<file path="config.mk">
export PLATFORM = sky130hd
export DESIGN_NAME = button_gesture_decoder_flat
export DESIGN_NICKNAME = d
export VERILOG_FILES = /design/src/rtl/button_gesture_decoder_pkg.sv /design/src/rtl/button_gesture_decoder_if.sv /design/src/rtl/button_gesture_decoder_tick_generator.sv /design/src/rtl/button_gesture_decoder.sv /design/src/flat_wrapper.sv
export SDC_FILE = /design/constraint.sdc
export NUM_CORES = 1
export LEC_CHECK = 0
export ABC_AREA = 0
export CORE_MARGIN = 3
export CORE_UTILIZATION = 35
export CTS_CLUSTER_DIAMETER = 100
export DETAILED_ROUTE_END_ITERATION = 7
export SLEW_MARGIN = 20
export SYNTH_ARGS = -nofsm -noshare
export SYNTH_HDL_FRONTEND = slang
export SYNTH_SLANG_ARGS = --single-unit
</file>
<file path="constraint.sdc">
create_clock -name i_clock -period 5.14 [get_ports i_clock]
set_clock_uncertainty 0.05 [all_clocks]
set_input_delay 1.028 -clock i_clock [delete_from_list [all_inputs] [get_ports i_clock]]
set_output_delay 1.028 -clock i_clock [all_outputs]
set_load 0.01 [all_outputs]
</file>
<file path="src/rtl/button_gesture_decoder_pkg.sv">
// Shared types and width helpers for the button gesture decoder and its UI siblings.
package button_gesture_decoder_pkg;

   typedef enum logic [2:0] {
      S_IDLE        = 3'd0,
      S_PRESSED     = 3'd1,
      S_LONG        = 3'd2,
      S_WAIT_SECOND = 3'd3,
      S_SECOND      = 3'd4
   } gesture_state_t;

   // Number of bits needed to hold any value in 0..value.
   function automatic int bits_for(input int value);
      int b;
      b = 1;
      while ((1 << b) <= value) b = b + 1;
      return b;
   endfunction

   function automatic int max_int(input int a, input int b);
      return (a > b) ? a : b;
   endfunction

endpackage

</file>
<file path="src/rtl/button_gesture_decoder_if.sv">
// Button level in, gesture events out; master is the UI side, slave is the decoder.
interface button_gesture_decoder_if;
   logic i_button;
   logic o_short;
   logic o_long;
   logic o_double;
   logic o_held;

   modport master (
      output i_button,
      input  o_short,
      input  o_long,
      input  o_double,
      input  o_held
   );

   modport slave (
      input  i_button,
      output o_short,
      output o_long,
      output o_double,
      output o_held
   );
endinterface

</file>
<file path="src/rtl/button_gesture_decoder_tick_generator.sv">
// Free-running prescaler: o_tick is high for one cycle every 2^TICK_SCALE cycles.
module tick_generator #(
   parameter int TICK_SCALE = 15
) (
   input  logic i_clock,
   input  logic i_reset_n,
   output logic o_tick
);

   logic [TICK_SCALE-1:0] prescale;

   always_ff @(posedge i_clock or negedge i_reset_n) begin
      if (!i_reset_n) begin
         prescale <= '0;
      end else begin
         prescale <= prescale + TICK_SCALE'(1);
      end
   end

   assign o_tick = &prescale;

endmodule

</file>
<file path="src/rtl/button_gesture_decoder.sv">
// Turns debounced button press/release timing into short, long and double-click pulses.
//
//   state         | meaning
//   S_IDLE        | button released, no gesture in progress
//   S_PRESSED     | first press held, timing toward long threshold
//   S_LONG        | long threshold passed, button still held (o_held)
//   S_WAIT_SECOND | first press released, waiting for a second press
//   S_SECOND      | double click reported, waiting for release
module button_gesture_decoder
   import button_gesture_decoder_pkg::*;
#(
   parameter int TICK_SCALE   = 15,
   parameter int LONG_TICKS   = 24,
   parameter int DOUBLE_TICKS = 8
) (
   input  logic                     i_clock,
   input  logic                     i_reset_n,
   button_gesture_decoder_if.slave  bus
);

   localparam int               CNT_W       = bits_for(max_int(LONG_TICKS, DOUBLE_TICKS));
   localparam logic [CNT_W-1:0] CNT_MAX     = {CNT_W{1'b1}};
   localparam logic [CNT_W-1:0] LONG_LAST   = CNT_W'(LONG_TICKS - 1);
   localparam logic [CNT_W-1:0] DOUBLE_LAST = CNT_W'(DOUBLE_TICKS - 1);

   logic           sync_meta;
   logic           sync_level;
   logic           level_d;
   logic           rise;
   logic           fall;
   logic           tick;
   logic           long_hit;
   logic           double_hit;
   logic [CNT_W-1:0] interval;
   gesture_state_t state;
   logic           short_q;
   logic           long_q;
   logic           double_q;
   logic           held_q;

   always_ff @(posedge i_clock or negedge i_reset_n) begin
      if (!i_reset_n) begin
         sync_meta  <= 1'b0;
         sync_level <= 1'b0;
         level_d    <= 1'b0;
      end else begin
         sync_meta  <= bus.i_button;
         sync_level <= sync_meta;
         level_d    <= sync_level;
      end
   end

   assign rise = sync_level & ~level_d;
   assign fall = ~sync_level & level_d;

   tick_generator #(
      .TICK_SCALE (TICK_SCALE)
   ) u_tick (
      .i_clock   (i_clock),
      .i_reset_n (i_reset_n),
      .o_tick    (tick)
   );

   // A threshold is "reached" in the tick cycle that would bring the count to it.
   assign long_hit   = tick && (interval == LONG_LAST);
   assign double_hit = tick && (interval == DOUBLE_LAST);

   always_ff @(posedge i_clock or negedge i_reset_n) begin
      if (!i_reset_n) begin
         state    <= S_IDLE;
         interval <= '0;
         short_q  <= 1'b0;
         long_q   <= 1'b0;
         double_q <= 1'b0;
         held_q   <= 1'b0;
      end else begin
         short_q  <= 1'b0;
         long_q   <= 1'b0;
         double_q <= 1'b0;
         if (tick && (interval != CNT_MAX)) begin
            interval <= interval + CNT_W'(1);
         end
         case (state)
            S_IDLE: begin
               if (rise) begin
                  state    <= S_PRESSED;
                  interval <= '0;
               end
            end
            S_PRESSED: begin
               // Release wins over a coincident long threshold.
               if (fall) begin
                  state    <= S_WAIT_SECOND;
                  interval <= '0;
               end else if (long_hit) begin
                  state    <= S_LONG;
                  interval <= '0;
                  long_q   <= 1'b1;
                  held_q   <= 1'b1;
               end
            end
            S_LONG: begin
               if (fall) begin
                  state    <= S_IDLE;
                  interval <= '0;
                  held_q   <= 1'b0;
               end
            end
            S_WAIT_SECOND: begin
               // Second press wins over a coincident window timeout.
               if (rise) begin
                  state    <= S_SECOND;
                  interval <= '0;
                  double_q <= 1'b1;
               end else if (double_hit) begin
                  state    <= S_IDLE;
                  interval <= '0;
                  short_q  <= 1'b1;
               end
            end
            S_SECOND: begin
               if (fall) begin
                  state    <= S_IDLE;
                  interval <= '0;
               end
            end
            default: begin
               state    <= S_IDLE;
               interval <= '0;
               held_q   <= 1'b0;
            end
         endcase
      end
   end

   assign bus.o_short  = short_q;
   assign bus.o_long   = long_q;
   assign bus.o_double = double_q;
   assign bus.o_held   = held_q;

endmodule

</file>
<file path="src/flat_wrapper.sv">
// flat-port wrapper written by rule: the top's interface ports become plain ports
module button_gesture_decoder_flat import button_gesture_decoder_pkg::*;
#(
   parameter int TICK_SCALE   = 15,
   parameter int LONG_TICKS   = 24,
   parameter int DOUBLE_TICKS = 8
)
  (i_clock, i_reset_n, bus_i_button, bus_o_short, bus_o_long, bus_o_double, bus_o_held);
  button_gesture_decoder_if bus_i ();
  input  logic i_clock;
  input  logic i_reset_n;
  input wire logic [$bits(bus_i.i_button)-1:0] bus_i_button;
  output wire logic [$bits(bus_i.o_short)-1:0] bus_o_short;
  output wire logic [$bits(bus_i.o_long)-1:0] bus_o_long;
  output wire logic [$bits(bus_i.o_double)-1:0] bus_o_double;
  output wire logic [$bits(bus_i.o_held)-1:0] bus_o_held;
  assign bus_i.i_button = bus_i_button;
  assign bus_o_short = bus_i.o_short;
  assign bus_o_long = bus_i.o_long;
  assign bus_o_double = bus_i.o_double;
  assign bus_o_held = bus_i.o_held;
  button_gesture_decoder #(.TICK_SCALE(TICK_SCALE), .LONG_TICKS(LONG_TICKS), .DOUBLE_TICKS(DOUBLE_TICKS)) u_core (.i_clock(i_clock), .i_reset_n(i_reset_n), .bus(bus_i));
endmodule
</file>
==> flow_metrics.tcl <==
set metrics [dict create \
    root_buffer "clkbuf_8" \
    synth-edff-count 0 \
    path_cells "clkdlybuf4s50_1" \
    ys_types 36 \
    slowest_delay_ns 0.55 \
    synth_top_area_cell "dfrtp_1" \
    tightest_slew_ns 0.4248 \
    ff2ff_path_depth 8 \
    core_um2 3826 \
    vdd_drop_max_mv 0.09961 \
    synth_area_leaders "dfrtp_1, xor2_1, nor2_1" \
    gp_congestion 0.7821 \
    antenna_found_initial 0 \
    fin_nets 153 \
    hp-start "u_core.sync_meta$_DFF_PN0_" \
    ctsHtreeMaxLevel 2 \
    vias 1012 \
    fmax_mhz 434.4 \
    clk_pin_slew_worst_paths_ns 0.07 \
    cp_num_buf_inv 1 \
    finalWirelength_um 2600 \
    hp-class "flop to flop" \
    layout-drive-gt1-share_pct 8.784 \
    r2r_start "u_core.interval[0]$_DFF_PN0_" \
    maxCapViolCount 0 \
    avgSynthCellArea_um2 10.70 \
    finalPower_uw 562.6 \
    cts_buffers 5 \
    finalInstanceArea_um2 1644 \
    cp_slowest_cell "clkdlybuf4s50_1" \
    timing.reg2reg.setup_slack_ns 3.00 \
    ys_seq_area_share_pct 51.59 \
    critical_path.endpoint "bus_o_held" \
    syn_area_um2 1455 \
    rows 22 \
    max_slew_margin_pct 71.46 \
    netlist_top_cells_count "dfrtp_1, nor2_1, nand3_1, xor2_1, nor3_1" \
    setup_viol 0 \
    start_kind "flop" \
    grt_pass1_wl_um 4167 \
    cp.required_ns 4.06 \
    period_needed_ns 2.302 \
    synthArstFlopShare_pct 100.0 \
    dieArea_um2 4967 \
    post_cts.repair.setup_buffers 0 \
    grt_max_degree 31 \
    rsz0062_at_grt "false" \
    outcome "finished, final reports clean" \
    crit_fanout 4 \
    synth_top_area_share_pct 51.59 \
    drtIter0Drc 97 \
    cts_hold_buffers 0 \
    post_cts_resized 0 \
    clockBufferDepth 2 \
    n_fill_cell 357 \
    ys_warn_count 0 \
    overflow 0 \
    period_share_pct 44.79 \
    critical_path_arrival_ns 1.22 \
    path_depth 1 \
    critPathTopFamily "buffers and inverters" \
    path_class "flop to output pin" \
    pin_count 7 \
    powerDensity_nw_per_um2 342.2 \
    yosysMostFrequentCell "dfrtp_1" \
    cts_tree "built" \
    dp_hpwl_um 1826 \
    drt_first_pass_iters 4 \
    slew_viol_final 0 \
    synth_seq_cells 30 \
    grt_pass1_vias 937 \
    drc 0 \
    final_util_pct 42.97 \
    via_per_inst 5.163 \
    placed_cell_area_um2 1553 \
    clock_sinks 30 \
    initial_core_util_pct 38.03 \
    total_leakage_power_nw 0.7530 \
    tns_ns 0 \
    ys.flop_type "dfrtp_1" \
    r2r_end "u_core.interval[3]$_DFF_PN0_" \
    syn_nets 142 \
    drtAntennaViolNets 0 \
    endpoint_kind "output pin" \
    post_drt_wl_per_cell_um 13.27 \
    dieWidth_um 70.48 \
    portBuffers 6 \
    crit_start "u_core.bus.o_held$_DFFE_PN0P_" \
    worstSkewPairLatency_ns 0.28 \
    grtUsageTotal_pct 11.10 \
    synthToLayoutAreaGrowth_pct 12.98 \
    die_height_um 70.48 \
    finalHoldViolCount 0 \
    syn_inst 136 \
    diodes 0 \
]
## registers in the layout, summed over array words and instances (netlist names)
register	count
u_core.u_tick.prescale	15
u_core.interval	5
u_core.state	3
u_core.bus.o_double	1
u_core.bus.o_held	1
u_core.bus.o_long	1
u_core.bus.o_short	1
u_core.level_d	1
u_core.sync_level	1
u_core.sync_meta	1
## routing by layer
layer | global-route usage [%] | routed length [um] | vias to the layer above
met3 | 5.036 | 192 | 8
met2 | 15.80 | 1217 | 33
li1 | - | - | 503
met4 | 6.596 | 62 | 0
met5 | 0 | 0 | -
met1 | 13.63 | 1128 | 468
## worst min-delay path by stage
stage | slack [ns] | depth (start not counted) | end
after floorplan | 0.28 | 0 | u_core.sync_level$_DFF_PN0_
after global placement | 0.28 | 0 | u_core.sync_level$_DFF_PN0_
after detailed placement | 0.29 | 0 | u_core.sync_level$_DFF_PN0_
after CTS | 0.30 | 0 | u_core.sync_level$_DFF_PN0_
after global routing | 0.31 | 0 | u_core.sync_level$_DFF_PN0_
final | 0.30 | 0 | u_core.sync_level$_DFF_PN0_
## final cells by class
cell class                      instances  area, um2  share of cell area (%)
Clock buffer                            7      86.33                   5.251
Multi-Input combinational cell         98      655.6                   39.88
Tap cell                               48      60.06                   3.653
Timing Repair Buffer                    7      67.56                   4.110
Clock inverter                          1      5.005                  0.3044
Sequential cell                        30      750.7                   45.66
Inverter                                5      18.77                   1.142
## logic make-up after synthesis
kind of cell	synth area share, %
and+or+nand+nor	23.56
DFF	51.59
AOI/OAI and AO/OA	7.911
xor gates and xnor gates	9.630
buffers and inverters	3.354
adders and majority gates	2.580
muxes	1.376
## power by group
part | internal (mW) | switching, mW
clock | 0.108 | 0.0858
combinational | 0.0413 | 0.0577
sequential | 0.246 | 0.0236
## cell usage in the layout (no fill, tap or decap), types with 2 or more instances in the layout
cell	instances
nand3_1	10
nand2_1	5
nor2_1	16
nor2b_1	3
xnor2_1	6
nor3_1	8
clkdlybuf4s50_1	6
and3_1	2
nand4_1	3
dfrtp_1	30
clkbuf_8	6
ha_1	3
nor4_1	2
o21ai_0	5
a21oi_1	3
nand2b_1	3
inv_1	5
xor2_1	10
mux2i_1	2
## per-stage QoR
step           hold slack, ns  cells  worst slack [ns]
2_1_floorplan          0.2812    136             3.157
3_3_place_gp           0.2838    188             3.097
3_5_place_dp           0.2901    188             2.993
4_1_cts                0.3030    196             2.823
5_1_grt                0.3063    196             2.791
6_report               0.3011    196             2.838
No activity file was read; power rests on OpenSTA's default activity.
